## src/rtl/ps2_kbd_rx.sv

```systemverilog
// PS/2 keyboard receiver with PicoBlaze read ports.
// It synchronises and glitch-filters ps2c, assembles 11-bit frames and
// strips the E0 (extended) and F0 (break) prefixes. The last make code is
// held in a one-entry register for firmware to read.
// Optional build macro: KBD_EXT_TAG_EN. When it is defined, the extended
// flag is latched alongside each loaded code and reported in status bit 6.
module ps2_kbd_rx #(
    parameter int         FILTER_LEN  = 8,
    parameter int         TIMEOUT     = 200000,
    parameter logic [7:0] KBD_DATA_ID = 8'h0b,
    parameter logic [7:0] KBD_STAT_ID = 8'h0c
) (
    input  logic       clk,
    input  logic       reset,
    input  logic       ps2c,
    input  logic       ps2d,
    input  logic [7:0] port_ID,
    input  logic       rd_strobe,
    output logic [7:0] in_port,
    output logic       interrupt
);

    localparam int TW = $clog2(TIMEOUT + 1);

    typedef enum logic [1:0] {IDLE, RX, CHECK} state_t;

    logic          ps2c_s1_q, ps2c_s1_d, ps2c_s2_q, ps2c_s2_d;
    logic          ps2d_s1_q, ps2d_s1_d, ps2d_s2_q, ps2d_s2_d;
    logic          filt_q, filt_d, armed_q, armed_d, fall_q, fall_d;
    logic [4:0]    fcnt_q, fcnt_d;
    state_t        state_q, state_d;
    logic [3:0]    bitcnt_q, bitcnt_d;
    logic [9:0]    shift_q, shift_d;
    logic [TW-1:0] to_cnt_q, to_cnt_d;
    logic [7:0]    code_q, code_d;
    logic          key_ready_q, key_ready_d;
    logic          overrun_q, overrun_d;
    logic          perr_q, perr_d;
    logic          ext_q, ext_d;
    logic          brk_q, brk_d;
    logic          data_rd, stat_rd, frame_ok, ext_tag;
`ifdef KBD_EXT_TAG_EN
    logic          ext_reg_q, ext_reg_d;
    assign ext_tag = ext_reg_q;
`else
    assign ext_tag = 1'b0;
`endif

    // Two-flop synchronisers for the asynchronous PS/2 lines
    always_comb begin
        ps2c_s1_d = ps2c;
        ps2c_s2_d = ps2c_s1_q;
        ps2d_s1_d = ps2d;
        ps2d_s2_d = ps2d_s1_q;
    end

    // Glitch filter; a fall is only reported once the filter has seen the
    // line high, so a ps2c held low across reset cannot fake a start bit
    always_comb begin
        filt_d  = filt_q;
        fcnt_d  = fcnt_q;
        armed_d = armed_q;
        fall_d  = 1'b0;
        if (ps2c_s2_q == filt_q) begin
            fcnt_d = 5'd0;
        end else if (fcnt_q == 5'(FILTER_LEN - 1)) begin
            filt_d = ps2c_s2_q;
            fcnt_d = 5'd0;
            fall_d = filt_q & armed_q;
        end else begin
            fcnt_d = fcnt_q + 5'd1;
        end
        if (filt_q && ps2c_s2_q) begin
            armed_d = 1'b1;
        end
    end

    // Frame FSM, prefix stripping and the firmware-visible registers
    always_comb begin
        state_d     = state_q;
        bitcnt_d    = bitcnt_q;
        shift_d     = shift_q;
        to_cnt_d    = to_cnt_q;
        code_d      = code_q;
        key_ready_d = key_ready_q;
        overrun_d   = overrun_q;
        perr_d      = perr_q;
        ext_d       = ext_q;
        brk_d       = brk_q;
`ifdef KBD_EXT_TAG_EN
        ext_reg_d   = ext_reg_q;
`endif
        data_rd  = rd_strobe && (port_ID == KBD_DATA_ID);
        stat_rd  = rd_strobe && (port_ID == KBD_STAT_ID);
        frame_ok = shift_q[9] && (^shift_q[8:0]);
        if (data_rd) begin
            key_ready_d = 1'b0;
        end
        if (stat_rd) begin
            overrun_d = 1'b0;
            perr_d    = 1'b0;
        end
        case (state_q)
            IDLE: begin
                if (fall_q && !ps2d_s2_q) begin
                    state_d  = RX;
                    bitcnt_d = 4'd10;
                    to_cnt_d = '0;
                end
            end
            RX: begin
                if (fall_q) begin
                    shift_d  = {ps2d_s2_q, shift_q[9:1]};
                    bitcnt_d = bitcnt_q - 4'd1;
                    to_cnt_d = '0;
                    if (bitcnt_q == 4'd1) begin
                        state_d = CHECK;
                    end
                end else if (to_cnt_q == TW'(TIMEOUT - 1)) begin
                    state_d  = IDLE;
                    to_cnt_d = '0;
                end else begin
                    to_cnt_d = to_cnt_q + 1'b1;
                end
            end
            CHECK: begin
                state_d = IDLE;
                if (!frame_ok) begin
                    perr_d = 1'b1;
                end else if (shift_q[7:0] == 8'he0) begin
                    ext_d = 1'b1;
                end else if (shift_q[7:0] == 8'hf0) begin
                    brk_d = 1'b1;
                end else if (brk_q) begin
                    brk_d = 1'b0;
                    ext_d = 1'b0;
                end else begin
                    ext_d = 1'b0;
                    if (!key_ready_q || data_rd) begin
                        code_d      = shift_q[7:0];
                        key_ready_d = 1'b1;
`ifdef KBD_EXT_TAG_EN
                        ext_reg_d   = ext_q;
`endif
                    end else begin
                        overrun_d = 1'b1;
                    end
                end
            end
            default: state_d = IDLE;
        endcase
    end

    // State registers with synchronous reset
    always_ff @(posedge clk) begin
        if (reset) begin
            ps2c_s1_q   <= 1'b0;
            ps2c_s2_q   <= 1'b0;
            ps2d_s1_q   <= 1'b0;
            ps2d_s2_q   <= 1'b0;
            filt_q      <= 1'b1;
            fcnt_q      <= 5'd0;
            armed_q     <= 1'b0;
            fall_q      <= 1'b0;
            state_q     <= IDLE;
            bitcnt_q    <= 4'd0;
            shift_q     <= 10'd0;
            to_cnt_q    <= '0;
            code_q      <= 8'h00;
            key_ready_q <= 1'b0;
            overrun_q   <= 1'b0;
            perr_q      <= 1'b0;
            ext_q       <= 1'b0;
            brk_q       <= 1'b0;
`ifdef KBD_EXT_TAG_EN
            ext_reg_q   <= 1'b0;
`endif
        end else begin
            ps2c_s1_q   <= ps2c_s1_d;
            ps2c_s2_q   <= ps2c_s2_d;
            ps2d_s1_q   <= ps2d_s1_d;
            ps2d_s2_q   <= ps2d_s2_d;
            filt_q      <= filt_d;
            fcnt_q      <= fcnt_d;
            armed_q     <= armed_d;
            fall_q      <= fall_d;
            state_q     <= state_d;
            bitcnt_q    <= bitcnt_d;
            shift_q     <= shift_d;
            to_cnt_q    <= to_cnt_d;
            code_q      <= code_d;
            key_ready_q <= key_ready_d;
            overrun_q   <= overrun_d;
            perr_q      <= perr_d;
            ext_q       <= ext_d;
            brk_q       <= brk_d;
`ifdef KBD_EXT_TAG_EN
            ext_reg_q   <= ext_reg_d;
`endif
        end
    end

    // Read-data mux towards the PicoBlaze
    always_comb begin
        in_port = 8'h00;
        if (port_ID == KBD_DATA_ID) begin
            in_port = code_q;
        end else if (port_ID == KBD_STAT_ID) begin
            in_port = {overrun_q, ext_tag, 4'b0000, perr_q, key_ready_q};
        end
    end

    assign interrupt = key_ready_q;

endmodule

```

## config.mk

```make
export PLATFORM = sky130hd
export DESIGN_NAME = ps2_kbd_rx
export DESIGN_NICKNAME = d
export VERILOG_FILES = /design/src/rtl/ps2_kbd_rx.sv
export SDC_FILE = /design/constraint.sdc
export NUM_CORES = 1
export LEC_CHECK = 0
export CORE_ASPECT_RATIO = 1.75
export CORE_UTILIZATION = 30
export DETAILED_ROUTE_END_ITERATION = 8
export GPL_TIMING_DRIVEN = 1
export PLACE_DENSITY_LB_ADDON = 0.12
export SLEW_MARGIN = 25
export SYNTH_ARGS = -nofsm -noshare
export SYNTH_HDL_FRONTEND = slang
export SYNTH_SLANG_ARGS = --single-unit
```

## constraint.sdc

```tcl
create_clock -name clk -period 4.2 [get_ports clk]
set_input_delay 0.84 -clock clk [delete_from_list [all_inputs] [get_ports clk]]
set_output_delay 0.84 -clock clk [all_outputs]
set_load 0.01 [all_outputs]
```

==> flow_metrics.tcl <==
set metrics [dict create \
    outcome "complete, no violations" \
    clock_power_share_pct 53.9 \
    finalSetupViolations 0 \
    die_area_mm2 0.00927 \
    synth_fp_nets 318 \
    insertion_delay_ps 330 \
    grt_overflow 0 \
    hold-worst-slack_ps 443 \
    area_growth_pct 22.2 \
    timing.setup.tns_ps 0 \
    diodes 0 \
    synth_area_leader_cell "dfxtp_1" \
    finalClockSkew_ps 4.27 \
    clkTransAtPathRegs_ps 50 \
    drive_above_1_share_pct 7.17 \
    clock_path_buffers 2 \
    powerDensity_mw_per_mm2 392 \
    cp-end-kind "primary output" \
    yosysWarnings 0 \
    nets 339 \
    rsz0062_at_grt "no" \
    portBuffers 21 \
    clkSinkCount 58 \
    share_comb_of_total_power_pct 2.4 \
    ys_top_cells_by_area "dfxtp_1 44%, nand2_1 4.8%, ha_1 4.7%" \
    hold_class "flip-flop to flip-flop" \
    netlist_instances 295 \
    worst_ep_required_time_ps 3360 \
    netlist_area_mm2 0.00266 \
    hold_viol 0 \
    pwr-share-seq_pct 43.8 \
    arrival_ps 3050 \
    post-cts-setup-buffers 0 \
    grt_pass1_wl_um 9210 \
    via_count 2025 \
    maxSlewViolCount 0 \
    tritoncts "yes" \
    crit_top_cell "clkdlybuf4s50_1" \
    grt_pass1_vias 1967 \
    core_mm2 0.00861 \
    power.switching_fraction_pct 20.4 \
    via_per_inst 4.62 \
    place_congestion 0.717 \
    max_freq_mhz 257 \
    cts_hold_buffers 0 \
    internal_power_w 0.00102 \
    slowest_delay_ps 560 \
    timing.max_cap.violations 0 \
    ys_ff_latch 58 \
    hpwl_um 3970 \
    remaining_drc_errors 0 \
    cts_made_buffers 9 \
    root_buffer "clkbuf_16" \
    grt_max_degree 34 \
    ff_latch_area_mm2 0.00116 \
    crit_chain "clkdlybuf4s50_1, or4_1, nor4_1, a22o_1, clkdlybuf4s50_1" \
    p_switching_w 0.000261 \
    drt-wirelength-per-cell_um 12.6 \
    cts_resized 0 \
    async_flop_share_pct 0 \
    cp-start-kind "primary input" \
    antenna_found_initial 0 \
    fp.dieH_um 127 \
    p_leak_nw 1.17 \
    slew-limit-headroom_pct 60.0 \
    initial_core_util_pct 30.9 \
    yosysSeqAreaShare_pct 43.6 \
    path_buf_inv 2 \
    worst_slew_pin_slew_ps 597 \
    syn-mean-instance-area_um2 9.02 \
    min_period_ps 3890 \
    drtIter0Drc 92 \
    ioPinCount 22 \
    critPathMaxFanout 4 \
    dr.pass1.iters 4 \
    yosys.area.top_type_share_pct 43.6 \
    drt_wl_total_um 5500 \
    die_w_um 73.2 \
    crit_slowest_cell "or4_1" \
    fin_crit_sh_pct 92.7 \
    gr-usage-all-layers_pct 13.5 \
    cpLargestDelayFamily "simple AND/OR/NAND/NOR gates" \
    rows 45 \
    multi_input_area_mm2 0.00139 \
    cts_max_level 3 \
    max-vdd-ir-drop_uv 207 \
    path_class "primary input to primary output" \
    n_fill_cell 913 \
    synthFlopType "dfxtp_1" \
    synth.distinct_cells 42 \
    final_antenna_net_count 0 \
    synth-edff-count 0 \
]
## worst reg2reg max path: stages (launching register included)
cell,delay [ps]
dfxtp_1,390
ha_1,270
xnor3_1,380
xnor2_2,230
nand4b_1,530
mux2i_1,310
nor2_1,50
## state kept, by name, indices dropped and copies added, names as in the netlist, 2 cells and up
register  cells
to_cnt_q     18
shift_q      10
code_q        8
fcnt_q        5
bitcnt_q      4
state_q       2
## cell usage after synthesis (3+ instances only)
master and count:
nor3_1 22, nand2b_1 4, mux2i_1 10, clkbuf_1 10, nand2_1 34, nand3_1 16, xnor2_1 8, a22o_1 3
nor2_1 25, inv_1 14, and3_1 3, a21oi_1 13, ha_1 10, dfxtp_1 58, xor2_1 13, o21ai_0 3
nand4_1 5, nor2b_1 6, and2_1 7
## metal layers
layer  GRT usage (%)  routed length (um)  up-vias  part of all wire, %
met1            12.8                2210      925                   40
met2            24.4                2960       29                   54
li1                -                   -     1058                    -
met5               0                   0        -                    0
met3            3.57                 154       13                  2.8
met4            9.34                 175        0                  3.2
## worst paths after layout
| path | to | cells past startpoint | start | slack, ps |
|---|---|---|---|---|
| min | ps2d_s2_q$_SDFF_PP0_ | 1 | ps2d_s1_q$_SDFF_PP0_ | 440 |
| max reg2reg | code_q[3]$_SDFFE_PP0P_ | 6 | shift_q[7]$_SDFFE_PP0P_ | 1900 |
| min reg2reg | ps2d_s2_q$_SDFF_PP0_ | 1 | ps2d_s1_q$_SDFF_PP0_ | 440 |
| max | in_port[0] | 5 | port_ID[4] | 310 |
## power by group through the flow
stage	Sequential [W]	Clock (W)	Combinational, W
global route	0.000559	0.000738	0.0000340
detailed placement	0.000570	0	0.0000307
finish	0.000559	0.000688	0.0000301
global placement	0.000570	0	0.0000308
floorplan	0.000569	0	0.0000157
CTS	0.000558	0.000712	0.0000309
## cells in the final DEF (no fill, tap or decap), types with 4 or more instances in the layout
master           count
ha_1                10
nand2_1             34
clkdlybuf4s50_1     20
xor2_1              13
xnor2_1              8
nand4_1              5
nor2_1              25
a21oi_1             13
mux2i_1             10
nor2b_1              6
nand3_1             16
dfxtp_1             58
nor3_1              22
clkbuf_16            9
inv_1               14
and2_1               7
nand2b_1             4
## final cells by class
class	instances	share of cell area [%]
Multi-Input combinational cell	210	42.7
Sequential cell	58	35.7
Clock buffer	14	8.42
Timing Repair Buffer	23	6.77
Tap cell	117	4.50
Inverter	14	1.62
Clock inverter	2	0.308
## stage by stage
| stage | utilization [%] | power [W] | instance area, um^2 | instances | worst slack (ps) |
|---|---|---|---|---|---|
| 6_report | 37.8 | 0.00128 | 3250 | 438 | 309 |
| 5_1_grt | 37.8 | 0.00133 | 3250 | 438 | 178 |
| 3_3_place_gp | 34.5 | 0.000601 | 2970 | 422 | 293 |
| 3_5_place_dp | 34.5 | 0.000601 | 2970 | 422 | 280 |
| 4_1_cts | 37.8 | 0.00130 | 3250 | 438 | 279 |
| 2_1_floorplan | - | 0.000585 | 2660 | 295 | 1280 |
## cells by family (layout without fill, tap and decap cells)
logic type	count (synthesis)	after routing	synth area share (%)
AND/OR/NAND/NOR	133	133	24.8
flip-flops	58	58	43.6
AO/OA/AOI/OAI	34	34	10.5
buffers and inverters	27	53	4.18
XOR/XNOR	23	23	8.37
adder cells (fa/ha/maj)	10	10	4.70
multiplexers	10	10	3.76
(Power assumes the default switching activity.)
